$ cat config.mk
export PLATFORM = sky130hd
export DESIGN_NAME = entropy_encode_ac_level_stream
export DESIGN_NICKNAME = d
export VERILOG_FILES = /design/src/rtl/entropy_encode_ac_level_stream.sv
export SDC_FILE = /design/constraint.sdc
export NUM_CORES = 1
export LEC_CHECK = 0
export CAP_MARGIN = 10
export CORE_ASPECT_RATIO = 1.4
export CORE_UTILIZATION = 50
export CTS_BUF_LIST = sky130_fd_sc_hd__clkbuf_8
export CTS_CLUSTER_SIZE = 20
export DETAILED_ROUTE_END_ITERATION = 8
export PLACE_DENSITY = 0.74
export SLEW_MARGIN = 10
export SYNTH_ARGS = -nofsm -noshare
export SYNTH_HDL_FRONTEND = slang
export SYNTH_SLANG_ARGS = --single-unit
$ cat constraint.sdc
create_clock -name clk -period 4.7 [get_ports clk]
set_input_delay 0.705 -clock clk [delete_from_list [all_inputs] [get_ports clk]]
set_output_delay 0.705 -clock clk [all_outputs]
set_load 0.01 [all_outputs]
$ cat src/rtl/entropy_encode_ac_level_stream.sv
`timescale 1ns/1ps
// AC level entropy encoder: adaptive Rice / Exp-Golomb codebooks in a 3-stage stall-capable pipeline.
// Optional per-code-type counters are built only when ENTROPY_AC_LEVEL_STATS_EN is defined.
module entropy_encode_ac_level_stream #(
    parameter int COEFF_W = 20,
    parameter int CODE_W  = 43,
    parameter int LEN_W   = 6
) (
    input  logic               clk,
    input  logic               reset_n,
    input  logic               in_valid,
    output logic               in_ready,
    input  logic [COEFF_W-1:0] in_coeff,
    input  logic               in_first,
    output logic               out_valid,
    input  logic               out_ready,
    output logic [CODE_W-1:0]  out_code,
    output logic [LEN_W-1:0]   out_len,
    output logic [15:0]        stat_rice,
    output logic [15:0]        stat_exp
);
    localparam int LOG_W = $clog2(COEFF_W);

    logic               w_adv;
    logic               w_accept;
    logic [COEFF_W-1:0] w_abs;
    logic               w_zero;
    logic [COEFF_W-1:0] w_hist;
    logic [3:0]         w_idx;

    logic               r_s1Valid;
    logic               r_s1Sign;
    logic               r_s1Zero;
    logic [COEFF_W-1:0] r_s1Abs;
    logic [3:0]         r_s1Idx;
    logic [COEFF_W-1:0] r_prevAbs;

    logic [1:0]         w_sw;
    logic [1:0]         w_expK;
    logic [1:0]         w_riceK;
    logic [COEFF_W-1:0] w_val;
    logic [COEFF_W-1:0] w_thresh;
    logic               w_isRice;
    logic [COEFF_W-1:0] w_q;
    logic [COEFF_W-1:0] w_riceBody;
    logic [COEFF_W-1:0] w_expV;

    logic               r_s2Valid;
    logic               r_s2Sign;
    logic               r_s2Zero;
    logic               r_s2Rice;
    logic [COEFF_W-1:0] r_s2Body;
    logic [COEFF_W-1:0] r_s2Q;
    logic [1:0]         r_s2Sw;
    logic [1:0]         r_s2ExpK;
    logic [1:0]         r_s2RiceK;

    logic [LOG_W-1:0]   w_log2;
    logic [LEN_W-1:0]   w_lenRice;
    logic [LEN_W-1:0]   w_lenExp;
    logic [LEN_W-1:0]   w_codeLen;

    logic               r_outValid;
    logic [CODE_W-1:0]  r_outCode;
    logic [LEN_W-1:0]   r_outLen;

    assign w_adv    = out_ready | ~r_outValid;
    assign w_accept = in_valid & w_adv;
    assign in_ready = w_adv;

    assign out_valid = r_outValid;
    assign out_code  = r_outCode;
    assign out_len   = r_outLen;

    // Two's-complement magnitude; the most negative input maps to 2^(COEFF_W-1) without overflow.
    assign w_abs  = in_coeff[COEFF_W-1] ? (~in_coeff + COEFF_W'(1)) : in_coeff;
    assign w_zero = (in_coeff == '0);
    assign w_hist = in_first ? COEFF_W'(1) : r_prevAbs;
    assign w_idx  = (w_hist > COEFF_W'(9)) ? 4'd9 : w_hist[3:0];

    always_ff @(posedge clk or negedge reset_n) begin
        if (!reset_n) begin
            r_s1Valid <= 1'b0;
            r_s1Sign  <= 1'b0;
            r_s1Zero  <= 1'b0;
            r_s1Abs   <= '0;
            r_s1Idx   <= '0;
            r_prevAbs <= COEFF_W'(1);
        end else begin
            if (w_adv) begin
                r_s1Valid <= in_valid;
                r_s1Sign  <= in_coeff[COEFF_W-1];
                r_s1Zero  <= w_zero;
                r_s1Abs   <= w_abs;
                r_s1Idx   <= w_idx;
            end
            if (w_accept) begin
                if (!w_zero)
                    r_prevAbs <= w_abs;
                else if (in_first)
                    r_prevAbs <= COEFF_W'(1);
            end
        end
    end

    always_comb begin
        w_sw    = 2'd0;
        w_expK  = 2'd1;
        w_riceK = 2'd0;
        case (r_s1Idx)
            4'd1: begin
                w_sw   = 2'd2;
                w_expK = 2'd2;
            end
            4'd2: w_sw = 2'd1;
            4'd3: w_sw = 2'd2;
            4'd5, 4'd6, 4'd7, 4'd8: begin
                w_expK  = 2'd2;
                w_riceK = 2'd1;
            end
            4'd9: begin
                w_expK  = 2'd3;
                w_riceK = 2'd2;
            end
            default: ;
        endcase
    end

    // Rice body is the terminating 1 followed by the remainder; the q leading zeros only add length.
    assign w_val      = r_s1Abs - COEFF_W'(1);
    assign w_thresh   = (COEFF_W'(w_sw) + COEFF_W'(1)) << w_riceK;
    assign w_isRice   = (w_val < w_thresh);
    assign w_q        = w_val >> w_riceK;
    assign w_riceBody = (COEFF_W'(1) << w_riceK) | (w_val & ((COEFF_W'(1) << w_riceK) - COEFF_W'(1)));
    assign w_expV     = w_val - w_thresh + (COEFF_W'(1) << w_expK);

    always_ff @(posedge clk or negedge reset_n) begin
        if (!reset_n) begin
            r_s2Valid <= 1'b0;
            r_s2Sign  <= 1'b0;
            r_s2Zero  <= 1'b0;
            r_s2Rice  <= 1'b0;
            r_s2Body  <= '0;
            r_s2Q     <= '0;
            r_s2Sw    <= '0;
            r_s2ExpK  <= '0;
            r_s2RiceK <= '0;
        end else if (w_adv) begin
            r_s2Valid <= r_s1Valid;
            r_s2Sign  <= r_s1Sign;
            r_s2Zero  <= r_s1Zero;
            r_s2Rice  <= w_isRice;
            r_s2Body  <= w_isRice ? w_riceBody : w_expV;
            r_s2Q     <= w_q;
            r_s2Sw    <= w_sw;
            r_s2ExpK  <= w_expK;
            r_s2RiceK <= w_riceK;
        end
    end

    always_comb begin
        w_log2 = '0;
        for (int i = 0; i < COEFF_W; i++) begin
            if (r_s2Body[i])
                w_log2 = LOG_W'(i);
        end
    end

    assign w_lenRice = LEN_W'(r_s2Q) + LEN_W'(r_s2RiceK) + LEN_W'(1);
    assign w_lenExp  = (LEN_W'(w_log2) << 1) - LEN_W'(r_s2ExpK) + LEN_W'(r_s2Sw) + LEN_W'(2);
    assign w_codeLen = r_s2Rice ? w_lenRice : w_lenExp;

    // The Exp-Golomb prefix zeros sit above v, so the right-aligned value is v itself.
    always_ff @(posedge clk or negedge reset_n) begin
        if (!reset_n) begin
            r_outValid <= 1'b0;
            r_outCode  <= '0;
            r_outLen   <= '0;
        end else if (w_adv) begin
            r_outValid <= r_s2Valid;
            if (r_s2Zero) begin
                r_outCode <= '0;
                r_outLen  <= '0;
            end else begin
                r_outCode <= CODE_W'({r_s2Body, r_s2Sign});
                r_outLen  <= w_codeLen + LEN_W'(1);
            end
        end
    end

`ifdef ENTROPY_AC_LEVEL_STATS_EN
    logic        r_outRice;
    logic [15:0] r_statRice;
    logic [15:0] r_statExp;

    always_ff @(posedge clk or negedge reset_n) begin
        if (!reset_n) begin
            r_outRice  <= 1'b0;
            r_statRice <= '0;
            r_statExp  <= '0;
        end else begin
            if (w_adv)
                r_outRice <= r_s2Rice;
            if (r_outValid && out_ready && (r_outLen != '0)) begin
                if (r_outRice && (r_statRice != 16'hFFFF))
                    r_statRice <= r_statRice + 16'd1;
                if (!r_outRice && (r_statExp != 16'hFFFF))
                    r_statExp <= r_statExp + 16'd1;
            end
        end
    end

    assign stat_rice = r_statRice;
    assign stat_exp  = r_statExp;
`else
    assign stat_rice = '0;
    assign stat_exp  = '0;
`endif

endmodule

; Word-level counts from Yosys, hierarchy flattened
; Cells that the tools add are included.
; Widths: inputs -> output; s select.
[word_totals]
reg_bits = 133
inputBits = 25
[classes]
addsub = 12
order_cmp = 2
eq_ne = 8
shifts = 4
muxes = 30
bitwise = 6
reduce_logical = 4
[op_table]
columns = cell, n
row1 = $mux 5, 18
row2 = $mux 20, 4
row3 = $shl 1x2->20 const A, 2
row4 = $sub 20x1->20 const B, 2
row5 = $mux 21, 1
row6 = $add 20x1->20 const B, 1
row7 = $add 20x20->20, 1
row8 = $and 20x20->20, 1
row9 = $gt 20x4->1 const B, 1
row10 = $logic_not 20->1, 1
row11 = $lt 20x20->1, 1
row12 = $not 20->20, 1
row13 = $or 20x20->20, 1
row14 = $shl 3x2->20, 1
row15 = $shr 20x2->6, 1
row16 = $sub 20x20->20, 1
row17 = $add 6x1->6 const B, 2
row18 = $add 6x2->6, 2
row19 = $eq 4x3->1 const B, 3
row20 = $mux 6, 2
row21 = $pmux 2 s2, 3
row22 = $eq 4x2->1 const B, 2
row23 = $eq 4x4->1 const B, 2
row24 = $add 6x2->6 const B, 1
row25 = other kinds (11), 11

; Longest topological paths before layout
; Gate-level depths: netlist of run 1.
[logic_depth]
depth_word = 25
ltp_mapped = 16
ltp_nobuf = 16

; Worst setup path after synthesis of run 1
; Ideal clock, no wire load.
[synth_timing]
path_kind = register to register
from = register r_s1Idx[2]
to = register r_s2Body[19]
arrival_ns = 4.117
path_slack_ns = 0.462
path_stages_with_launch = 16
path_buffers = 1
synth_period_minus_slack_ns = 4.238
cell_sequence = dfrtp_1 -> nand2b_1 -> o31ai_1 -> clkbuf_1 -> mux2i_1 -> nand2_1 -> fa_1 -> inv_1 -> ha_1 -> a211oi_1 -> o21ai_0 -> a211o_1 -> a2111oi_0 -> o31ai_1 -> xnor2_1 -> a22o_1
[synth_between]
elab_chain_cells = 8
[synth_rtl]
columns = item, line_no
row1 = "start, declared", 35  ; logic [3:0] r_s1Idx;
row2 = "start signal, assigned", 95  ; r_s1Idx <= w_idx;
row3 = "$eq 4x1->1, or another cell as far along", 110  ; case (r_s1Idx)
row4 = $reduce_or 2->1 (no line) or $reduce_or 4->1 (tied branches), -
row5 = $pmux 2 s2, 110
row6 = $add 2x1->3 or $shl 1x2->20 (tied branches), "131, 134"
row7 = $shl 3x2->20 or $sub 20x1->20 (tied branches), "131, 134"
row8 = $sub 20x20->20 or $and 20x20->20 (tied branches), "135, 134"
row9 = $add 20x20->20 or $or 20x20->20 (tied branches), "135, 134"
row10 = $mux 20 *, 153  ; r_s2Body <= w_isRice ? w_riceBody : w_expV;
row11 = "end signal, assigned", 153
row12 = "end, declared", 52  ; logic [COEFF_W-1:0] r_s2Body;
; Mark *: on every way between the ends. The rest lies on a longest branch, timed or not.
; A chain may end at the register's enable or synchronous reset.

; Final worst setup path of run 1
[layout_timing]
from = register r_s1Idx[0]
to = register r_s2Body[19]
; The elaborated chain is that of the path after synthesis.

==> results of run 1 <==
-- synthesized netlist by cell type, drive strengths merged, types with 13 or more instances --
cell    instances  area, um^2
a21oi          48       240.2
a22o           16       140.1
buf            57       442.9
clkbuf         28       105.1
dfrtp         110        2753
ha             47       588.1
inv            58       217.7
nand2         128       480.5
nand2b         13       88.83
nand3b         21       157.7
nor2           64       240.2
nor3           15       75.07
nor4           14       102.6
o21ai          60       341.6
xnor2          21       183.9
xor2           37       324.1
-- per-layer routing --
metal / GRT usage / up-vias / routed length [um] / share of wire
met5: 0 / - / 0 / 0
met4: 0.06575 / 0 / 318 / 0.021
met3: 0.02621 / 19 / 436 / 0.029
met2: 0.3726 / 116 / 8046 / 0.53
met1: 0.2328 / 2817 / 6414 / 0.42
li1: - / 3031 / - / -
-- power by group through the flow --
stage | registers (mW) | clock network (mW) | logic (mW)
3_3_place_gp | 1.65 | 0 | 2.92
5_1_grt | 1.71 | 0.608 | 3.33
4_1_cts | 1.65 | 0.579 | 2.98
3_5_place_dp | 1.67 | 0 | 2.97
6_report | 1.65 | 0.564 | 2.96
2_1_floorplan | 1.64 | 0 | 2.21
-- state kept, by name (all words and copies together), names as in the netlist, 2 cells and up --
| register | flops |
|---|---|
| r_s2Body | 20 |
| r_s2ExpK | 2 |
| r_prevAbs | 20 |
| r_s1Idx | 4 |
| r_s2Q | 6 |
| r_s2RiceK | 2 |
| r_s1Abs | 20 |
| out_len | 6 |
| out_code | 21 |
| r_s2Sw | 2 |
-- path summary, 6_finish.rpt --
| kind | depth (start not counted) | end | slack (ns) | start |
|---|---|---|---|---|
| min | 1 | out_len[4] | 0.45 | reset_n |
| min in group clk | 2 | out_code[15] | 0.47 | out_code[15] |
| max | 12 | r_s2Body[19] | 0.27 | r_s1Idx[0] |
| min reg2reg | 2 | out_code[15] | 0.47 | out_code[15] |
| max in group asynchronous | 2 | r_prevAbs[9] | 3.21 | reset_n |
| max reg2reg | 12 | r_s2Body[19] | 0.27 | r_s1Idx[0] |
-- metrics by stage --
stage / utilization / total power [mW] / hold WS (ns)
after global placement: 0.5464 / 4.570 / 0.4428
after floorplan: - / 3.847 / 0.4094
final: 0.5591 / 5.174 / 0.4482
after detailed placement: 0.5464 / 4.639 / 0.4554
after CTS: 0.5587 / 5.210 / 0.4761
after global routing: 0.5591 / 5.643 / 0.4959
-- layout by cell type (no fill, tap or decap), drive strengths merged, types with 11 or more instances in the layout --
| master | Yosys | routed |
|---|---|---|
| xnor2 | 21 | 21 |
| nor4 | 14 | 14 |
| clkdlybuf4s50 | 0 | 52 |
| nand2 | 128 | 128 |
| ha | 47 | 47 |
| xor2 | 37 | 37 |
| nor2 | 64 | 64 |
| nand3b | 21 | 21 |
| conb | 2 | 57 |
| clkbuf | 28 | 11 |
| inv | 58 | 59 |
| nand2b | 13 | 13 |
| o21ai | 60 | 60 |
| nor3 | 15 | 15 |
| dfrtp | 110 | 110 |
| o31ai | 12 | 12 |
| a21oi | 48 | 48 |
| a22o | 16 | 16 |
-- final cells by class --
cell class | instances | area, um^2 | share of cell area
sequential | 111 | 2779 | 0.3302
inverter | 59 | 221.5 | 0.02632
clock buffer | 11 | 151.4 | 0.01799
clock inverter | 2 | 33.78 | 0.004014
tap | 192 | 240.2 | 0.02855
multi-input combinational | 683 | 4402 | 0.5230
timing repair buffer | 61 | 588.1 | 0.06988
-- cell families after synthesis --
group / count (synthesis) / synth area share
AOI/OAI and AO/OA: 197 / 0.1703
xor gates and xnor gates: 58 / 0.06571
adders and majority gates: 54 / 0.09419
buffers and inverters: 144 / 0.09953
DFF: 111 / 0.3594
muxes: 12 / 0.01586
other: 2 / 0.0009714
and+or+nand+nor: 305 / 0.1940
-- what timing repair did --
item | in CTS | in global routing
hold buffers | 0 | 0
endpoints found under the setup margin | 0 | 1
endpoints found under the hold margin | 0 | 0
gates resized for setup | 0 | 1
==> flow_metrics.env, run 1 <==
export IMPL_status="completed"
export IMPL_start_util=0.5136
export IMPL_die_area_um2=15970
export IMPL_stdcell_count=1119
export IMPL_antenna_found_initial=0
export IMPL_ys_types=62
export IMPL_ir_drop_uv=251.7
export IMPL_gr_total_overflow=0
export IMPL_cp_top_family="compound AO/OA/AOI/OAI gates"
export IMPL_start_kind="flip-flop"
export IMPL_path_class="reg2reg"
export IMPL_cts_sinks=111
export IMPL_p_per_area_nw_per_um2=614.9
export IMPL_power_switching_mw=2.201
export IMPL_crit_path_max_incr_delay_ns=0.52
export IMPL_drt_first_iter_violations=250
export IMPL_via_per_inst=5.347
export IMPL_synthCells=883
export IMPL_finalMaxSlewViolations=0
export IMPL_async_flop_share=1.000
export IMPL_path_max_fanout=7
export IMPL_dr_pass1_iters=6
export IMPL_crit_slowest_cell="a2111oi_0"
export IMPL_numPlacedInstances=1106
export IMPL_min_path_type="in2async"
export IMPL_seqPwrFrac=0.319
export IMPL_syn_area_um2=7731
export IMPL_port_buffers=53
export IMPL_place_area_um2=8225
export IMPL_routed_wl_mm=15.22
export IMPL_fin_skew_ns=0.006149
export IMPL_clk_latency_ns=0.37
export IMPL_cts_htree_levels=3
export IMPL_yosys_warnings=0
export IMPL_fillers=1406
export IMPL_crit_chain="nor4b_1, ha_1, o21ai_0, fa_1, ha_1, a211oi_1, o21ai_0, a211o_1, a2111oi_0, o31ai_1, xnor2_1, a22o_1"
export IMPL_hold_violations=0
export IMPL_cap_violations=0
export IMPL_synth_avg_cell_area_um2=8.756
export IMPL_crit_arrival_ns=4.70
export IMPL_fin_crit_sh=0.9421
export IMPL_cp_end_kind="flip-flop"
export IMPL_synth_seq_cells=111
export IMPL_cp_required_ns=4.97
export IMPL_cellLeakagePower_nw=3.859
export IMPL_wl_per_cell_um=13.60
export IMPL_place_gp_congestion=0.9318
export IMPL_fmax_ghz=0.2258
export IMPL_grt_pass1_wl_mm=25.49
export IMPL_dpl_hpwl_mm=11.77
export IMPL_cts_buffers_inserted=9
export IMPL_post_place_ws_ns=0.3078
export IMPL_ys_seq_area_frac=0.3594
export IMPL_p_comb_frac=0.572
export IMPL_stdcell_area_um2=8416
export IMPL_ioPinCount=108
export IMPL_rows=53
export IMPL_fin_crit_ns=4.428
export IMPL_diodes=0
export IMPL_vias=5983
export IMPL_drc=0
export IMPL_clock_power_share=0.109
export IMPL_grt_start_max_net_pins=75
export IMPL_area_delta_synth_final_pct=8.853
export IMPL_num_nets_final=1004
export IMPL_fin_ws_ns=0.2719
export IMPL_clk_pin_slew_ns=0.09
export IMPL_grt_use_total=0.1996
export IMPL_relSlewSlack=0.3742
export IMPL_synth_edf_count=0
export IMPL_cts_root_buf="clkbuf_8"
export IMPL_switching_share=0.4254
export IMPL_cts_tree="built"
export IMPL_die_y_um=149.1
export IMPL_final_antenna_net_count=0
export IMPL_crit_buf_inv=0
export IMPL_finalSetupTns_ns=0
export IMPL_cts_buffer_depth=2
export IMPL_first_global_vias=5601
export IMPL_synth_ff_type="dfrtp_1"
export IMPL_cts_setup_buffers=0
export IMPL_finalSetupViolCount=0
export IMPL_rsz0062_at_grt="no"
export IMPL_coreArea_um2=15050
export IMPL_cell_internal_pwr_mw=2.973
export IMPL_worst_pin_slew_ns=0.9387
export IMPL_dieWidth_um=107.1
export IMPL_drive_above_1_share=0.05286
Power figures use the tool's default switching activity.
==> inputs of run 2 (changes only) <==
- CELL_PAD_IN_SITES_DETAIL_PLACEMENT: default -> 1
- CELL_PAD_IN_SITES_GLOBAL_PLACEMENT: default -> 2
- CORE_UTILIZATION: 50 -> 35
- PLACE_DENSITY: 0.74 -> default
- PLACE_DENSITY_LB_ADDON: default -> 0.1
- SETUP_SLACK_MARGIN: default -> 0.4
==> flow_metrics.env, run 2 (synthesized netlist as in run 1, its figures left out) <==
export IMPL_status="completed"
export IMPL_cellLeakagePower_nw=3.899
export IMPL_area_delta_synth_final_pct=11.93
export IMPL_clock_power_share=0.106
export IMPL_fin_skew_ns=0.01684
export IMPL_hold_violations=0
export IMPL_die_y_um=177.9
export IMPL_min_path_type="in2async"
export IMPL_wl_per_cell_um=15.87
export IMPL_path_max_fanout=8
export IMPL_cp_top_family="compound AO/OA/AOI/OAI gates"
export IMPL_crit_arrival_ns=4.35
export IMPL_port_buffers=53
export IMPL_rows=64
export IMPL_mostFrequentLayoutCell="nand2_1"
export IMPL_diodes=0
export IMPL_rsz0062_at_grt="yes"
export IMPL_finalSetupViolCount=0
export IMPL_worst_pin_slew_ns=0.8234
export IMPL_cts_sinks=111
export IMPL_cp_required_ns=4.97
export IMPL_gr_total_overflow=0
export IMPL_ioPinCount=108
export IMPL_vias=6093
export IMPL_grt_use_total=0.1784
export IMPL_grt_start_max_net_pins=82
export IMPL_fin_ws_ns=0.6131
export IMPL_finalMaxSlewViolations=0
export IMPL_cts_root_buf="clkbuf_8"
export IMPL_crit_top_cell="o31ai_1"
export IMPL_stdcell_area_um2=8653
export IMPL_p_comb_frac=0.588
export IMPL_cp_end_kind="flip-flop"
export IMPL_stdcell_count=1236
export IMPL_cell_internal_pwr_mw=2.999
export IMPL_start_kind="flip-flop"
export IMPL_final_antenna_net_count=0
export IMPL_seqPwrFrac=0.307
export IMPL_p_per_area_nw_per_um2=623.7
export IMPL_drive_above_1_share=0.07029
export IMPL_start_util=0.3550
export IMPL_power_switching_mw=2.398
export IMPL_cap_violations=0
export IMPL_place_area_um2=8409
export IMPL_ir_drop_uv=173.6
export IMPL_clk_pin_slew_ns=0.11
export IMPL_cts_htree_levels=3
export IMPL_cts_buffers_inserted=9
export IMPL_largest_reg_flops=21
export IMPL_fin_crit_ns=4.087
export IMPL_crit_slowest_cell="dfrtp_1"
export IMPL_relSlewSlack=0.4511
export IMPL_finalSetupTns_ns=0
export IMPL_fmax_ghz=0.2447
export IMPL_routed_wl_mm=19.62
export IMPL_cts_tree="built"
export IMPL_switching_share=0.4443
export IMPL_numPlacedInstances=1218
export IMPL_first_global_vias=6359
export IMPL_coreArea_um2=21780
export IMPL_place_gp_congestion=0.8220
export IMPL_layout_common_cells="128 x nand2_1, 108 x dfrtp_1, 64 x nor2_1"
export IMPL_finalPower_mw=5.397
export IMPL_whs_ns=0.3721
export IMPL_final_util=0.3973
export IMPL_cts_buffer_depth=2
export IMPL_dr_pass1_iters=5
export IMPL_antenna_found_initial=0
export IMPL_drc=0
export IMPL_num_nets_final=1013
export IMPL_clk_latency_ns=0.38
export IMPL_grt_pass1_wl_mm=31.86
export IMPL_crit_buf_inv=1
export IMPL_die_area_um2=22700
export IMPL_dieWidth_um=127.6
export IMPL_fin_crit_sh=0.8695
export IMPL_via_per_inst=4.930
export IMPL_path_class="reg2reg"
export IMPL_crit_chain="o211ai_1, o31ai_1, buf_4, or2_2, nor2_1, fa_1, ha_1, a211oi_2, o21ai_1, a211o_1, a2111oi_2, o31ai_1, xnor2_1, a22o_1"
export IMPL_post_place_ws_ns=0.1368
export IMPL_drt_first_iter_violations=129
export IMPL_crit_path_max_incr_delay_ns=0.48
export IMPL_dpl_hpwl_mm=15.79
-- run 2: worst paths after layout --
path	from	to	slack [ns]	depth (start not counted)
max in group asynchronous	reset_n	r_prevAbs[0]	3.40	2
min in group clk	out_code[7]	out_code[7]	0.47	2
min reg2reg	out_code[7]	out_code[7]	0.47	2
min	reset_n	out_code[15]	0.37	1
max	r_s1Idx[1]	r_s2Body[19]	0.61	14
max reg2reg	r_s1Idx[1]	r_s2Body[19]	0.61	14
-- run 2: cell type report --
cell class	count	area [um^2]
Multi-Input combinational cell	683	4433
Clock buffer	9	123.9
Clock inverter	7	66.31
Inverter	59	221.5
Timing Repair Buffer	70	655.6
Tap cell	297	371.6
Sequential cell	111	2781
Fill cell	2648	13130
-- run 2: power groups by stage --
stage	Clock (mW)	Combinational, mW	Sequential [mW]
3_3_place_gp	0	3.10	1.66
2_1_floorplan	0	2.21	1.64
6_report	0.570	3.17	1.65
4_1_cts	0.608	3.20	1.66
5_1_grt	0.628	3.58	1.71
3_5_place_dp	0	3.18	1.68
-- run 2: repair_timing --
item | in CTS | in global routing
gates cloned | 0 | 0
setup buffers | 0 | 2
setup endpoints to repair | 2 | 7
gates resized for setup | 4 | 9
hold buffers | 0 | 0
-- run 2: metal layers --
| layer | wire length, um | part of all wire | global-route usage | vias up |
|---|---|---|---|---|
| met5 | 0 | 0 | 0 | - |
| met1 | 7878 | 0.40 | 0.1862 | 2940 |
| met2 | 10970 | 0.56 | 0.3629 | 95 |
| met4 | 410 | 0.021 | 0.06618 | 0 |
| li1 | - | - | - | 3039 |
| met3 | 358 | 0.018 | 0.01447 | 19 |
-- run 2: worst reg2reg max path: stages (launching register included) --
cell       delay [ns]
dfrtp_1          0.48
o211ai_1         0.25
o31ai_1          0.11
buf_4            0.17
or2_2            0.32
nor2_1           0.17
fa_1             0.47
ha_1             0.34
a211oi_2         0.30
o21ai_1          0.16
a211o_1          0.35
a2111oi_2        0.36
o31ai_1          0.14
xnor2_1          0.15
a22o_1           0.21
==> inputs of run 3 (changes only) <==
- GPL_ROUTABILITY_DRIVEN: default -> 0
- PLACE_DENSITY_LB_ADDON: 0.1 -> 0.05
==> flow_metrics.env, run 3 (synthesized netlist as in run 1, its figures left out) <==
export IMPL_numPlacedInstances=1213
export IMPL_path_class="reg2reg"
export IMPL_rows=64
export IMPL_finalMaxSlewViolations=0
export IMPL_cell_internal_pwr_mw=3.008
export IMPL_start_util=0.3550
export IMPL_clock_power_share=0.112
export IMPL_final_antenna_net_count=0
export IMPL_cts_buffers_inserted=9
export IMPL_port_buffers=53
export IMPL_finalSetupViolCount=0
export IMPL_min_path_type="in2async"
export IMPL_status="completed"
export IMPL_diodes=0
export IMPL_cts_sinks=111
export IMPL_num_nets_final=1015
export IMPL_dieWidth_um=127.6
export IMPL_grt_pass1_wl_mm=32.33
export IMPL_seqPwrFrac=0.309
export IMPL_die_area_um2=22700
export IMPL_place_area_um2=8372
export IMPL_coreArea_um2=21780
export IMPL_clk_pin_slew_ns=0.11
export IMPL_cts_htree_levels=3
export IMPL_ioPinCount=108
export IMPL_rsz0062_at_grt="no"
export IMPL_drive_above_1_share=0.07651
export IMPL_via_per_inst=4.905
export IMPL_stdcell_count=1238
export IMPL_final_util=0.3991
export IMPL_p_per_area_nw_per_um2=622.4
export IMPL_critPathLaunch="r_s1Idx[2]"
export IMPL_dr_pass1_iters=4
export IMPL_ir_drop_uv=195.7
export IMPL_hold_violations=0
export IMPL_cp_end_kind="flip-flop"
export IMPL_wl_met3_um=336
export IMPL_gr_total_overflow=0
export IMPL_finalSetupTns_ns=0
export IMPL_mostFrequentLayoutCell="nand2_1"
export IMPL_power_switching_mw=2.402
export IMPL_layout_common_cells="128 x nand2_1, 107 x dfrtp_1, 64 x nor2_1"
export IMPL_dpl_hpwl_mm=15.79
export IMPL_fmax_ghz=0.2447
export IMPL_worst_pin_slew_ns=0.9219
export IMPL_cap_violations=0
export IMPL_p_comb_frac=0.579
export IMPL_drt_first_iter_violations=137
export IMPL_rr_startpoint="r_s1Idx[2]"
export IMPL_antenna_found_initial=0
export IMPL_drc=0
export IMPL_routed_wl_mm=19.79
export IMPL_fin_crit_ns=4.087
export IMPL_cts_buffer_depth=2
export IMPL_largest_reg_flops=21
export IMPL_cts_root_buf="clkbuf_8"
export IMPL_cellLeakagePower_nw=3.920
export IMPL_fin_skew_ns=0.01514
export IMPL_start_kind="flip-flop"
export IMPL_stdcell_area_um2=8692
export IMPL_area_delta_synth_final_pct=12.43
export IMPL_fin_crit_sh=0.8695
export IMPL_met1_length_mm=8.027
export IMPL_cp_top_family="compound AO/OA/AOI/OAI gates"
export IMPL_grt_start_max_net_pins=82
export IMPL_cts_tree="built"
export IMPL_crit_path_max_incr_delay_ns=0.55
export IMPL_crit_chain="nand2b_1, o31ai_1, buf_4, mux2i_1, nand2_1, fa_1, inv_1, ha_1, nor2b_1, o2111ai_2, a21oi_1, o211ai_1, a21boi_0, or3_1, a32o_1"
export IMPL_crit_arrival_ns=4.38
export IMPL_path_max_fanout=9
export IMPL_relSlewSlack=0.3854
export IMPL_vias=6073
export IMPL_fillers=2625
export IMPL_wl_per_cell_um=15.98
export IMPL_switching_share=0.4441
export IMPL_clk_latency_ns=0.40
export IMPL_dr_wl_met2_mm=11.09
export IMPL_top_layer="met4"
export IMPL_finalPower_mw=5.410
export IMPL_die_y_um=177.9
export IMPL_grt_use_total=0.1821
export IMPL_crit_buf_inv=2
export IMPL_first_global_vias=6380
export IMPL_crit_slowest_cell="fa_1"
export IMPL_cp_required_ns=4.99
run 3: cell count changes in the layout (fill, tap and decap cells not counted), sizes merged:
cell	change
inv	-1
clkinv	+1
clkbuf	+1
clkinvlp	-1
buf	+2
run 3: per-stage QoR:
stage | setup WS, ns | hold slack (ns)
floorplan | 0.4621 | 0.4094
global placement | 0.2640 | 0.4405
detailed placement | 0.1449 | 0.4493
CTS | 0.4571 | 0.4563
global route | 0.3970 | 0.4932
finish | 0.6134 | 0.4228
run 3: path summary, 6_finish.rpt:
path                       slack (ns)           end  cells after the start
setup / recovery                 0.61  r_s2Body[16]                     15
hold reg to reg                  0.47  out_code[15]                      2
min in group clk                 0.47  out_code[15]                      2
max in group asynchronous        3.19  r_prevAbs[0]                      2
hold / removal                   0.42  out_code[17]                      1
setup reg to reg                 0.61  r_s2Body[16]                     15
run 3: final cells by class:
cell class,instances,area (um^2),share of cell area
multi-input cells,683,4439,0.5107
well taps,297,371.6,0.04275
clock buffers,10,137.6,0.01583
repair buffers,72,670.6,0.07716
inverters,59,221.5,0.02548
clock inverters,6,68.82,0.007917
flip-flops and latches,111,2783,0.3201
run 3: layer usage:
layer,up-vias,global-route usage
met3,21,0.01990
met2,83,0.3666
met4,0,0.05931
met1,2927,0.1933
li1,3042,-
met5,-,0
run 3: what timing repair did:
action	in CTS	in global routing
buffers inserted	0	9
hold buffers	0	0
resized for setup	4	10
endpoints found under the setup margin	2	9
pin swaps	0	1
run 3: power groups by stage:
| stage | Clock, mW | Combinational, mW | Sequential [mW] |
|---|---|---|---|
| after floorplan | 0 | 2.21 | 1.64 |
| after global placement | 0 | 3.07 | 1.68 |
| after detailed placement | 0 | 3.14 | 1.70 |
| after CTS | 0.638 | 3.17 | 1.68 |
| after global routing | 0.664 | 3.54 | 1.73 |
| final | 0.608 | 3.13 | 1.67 |
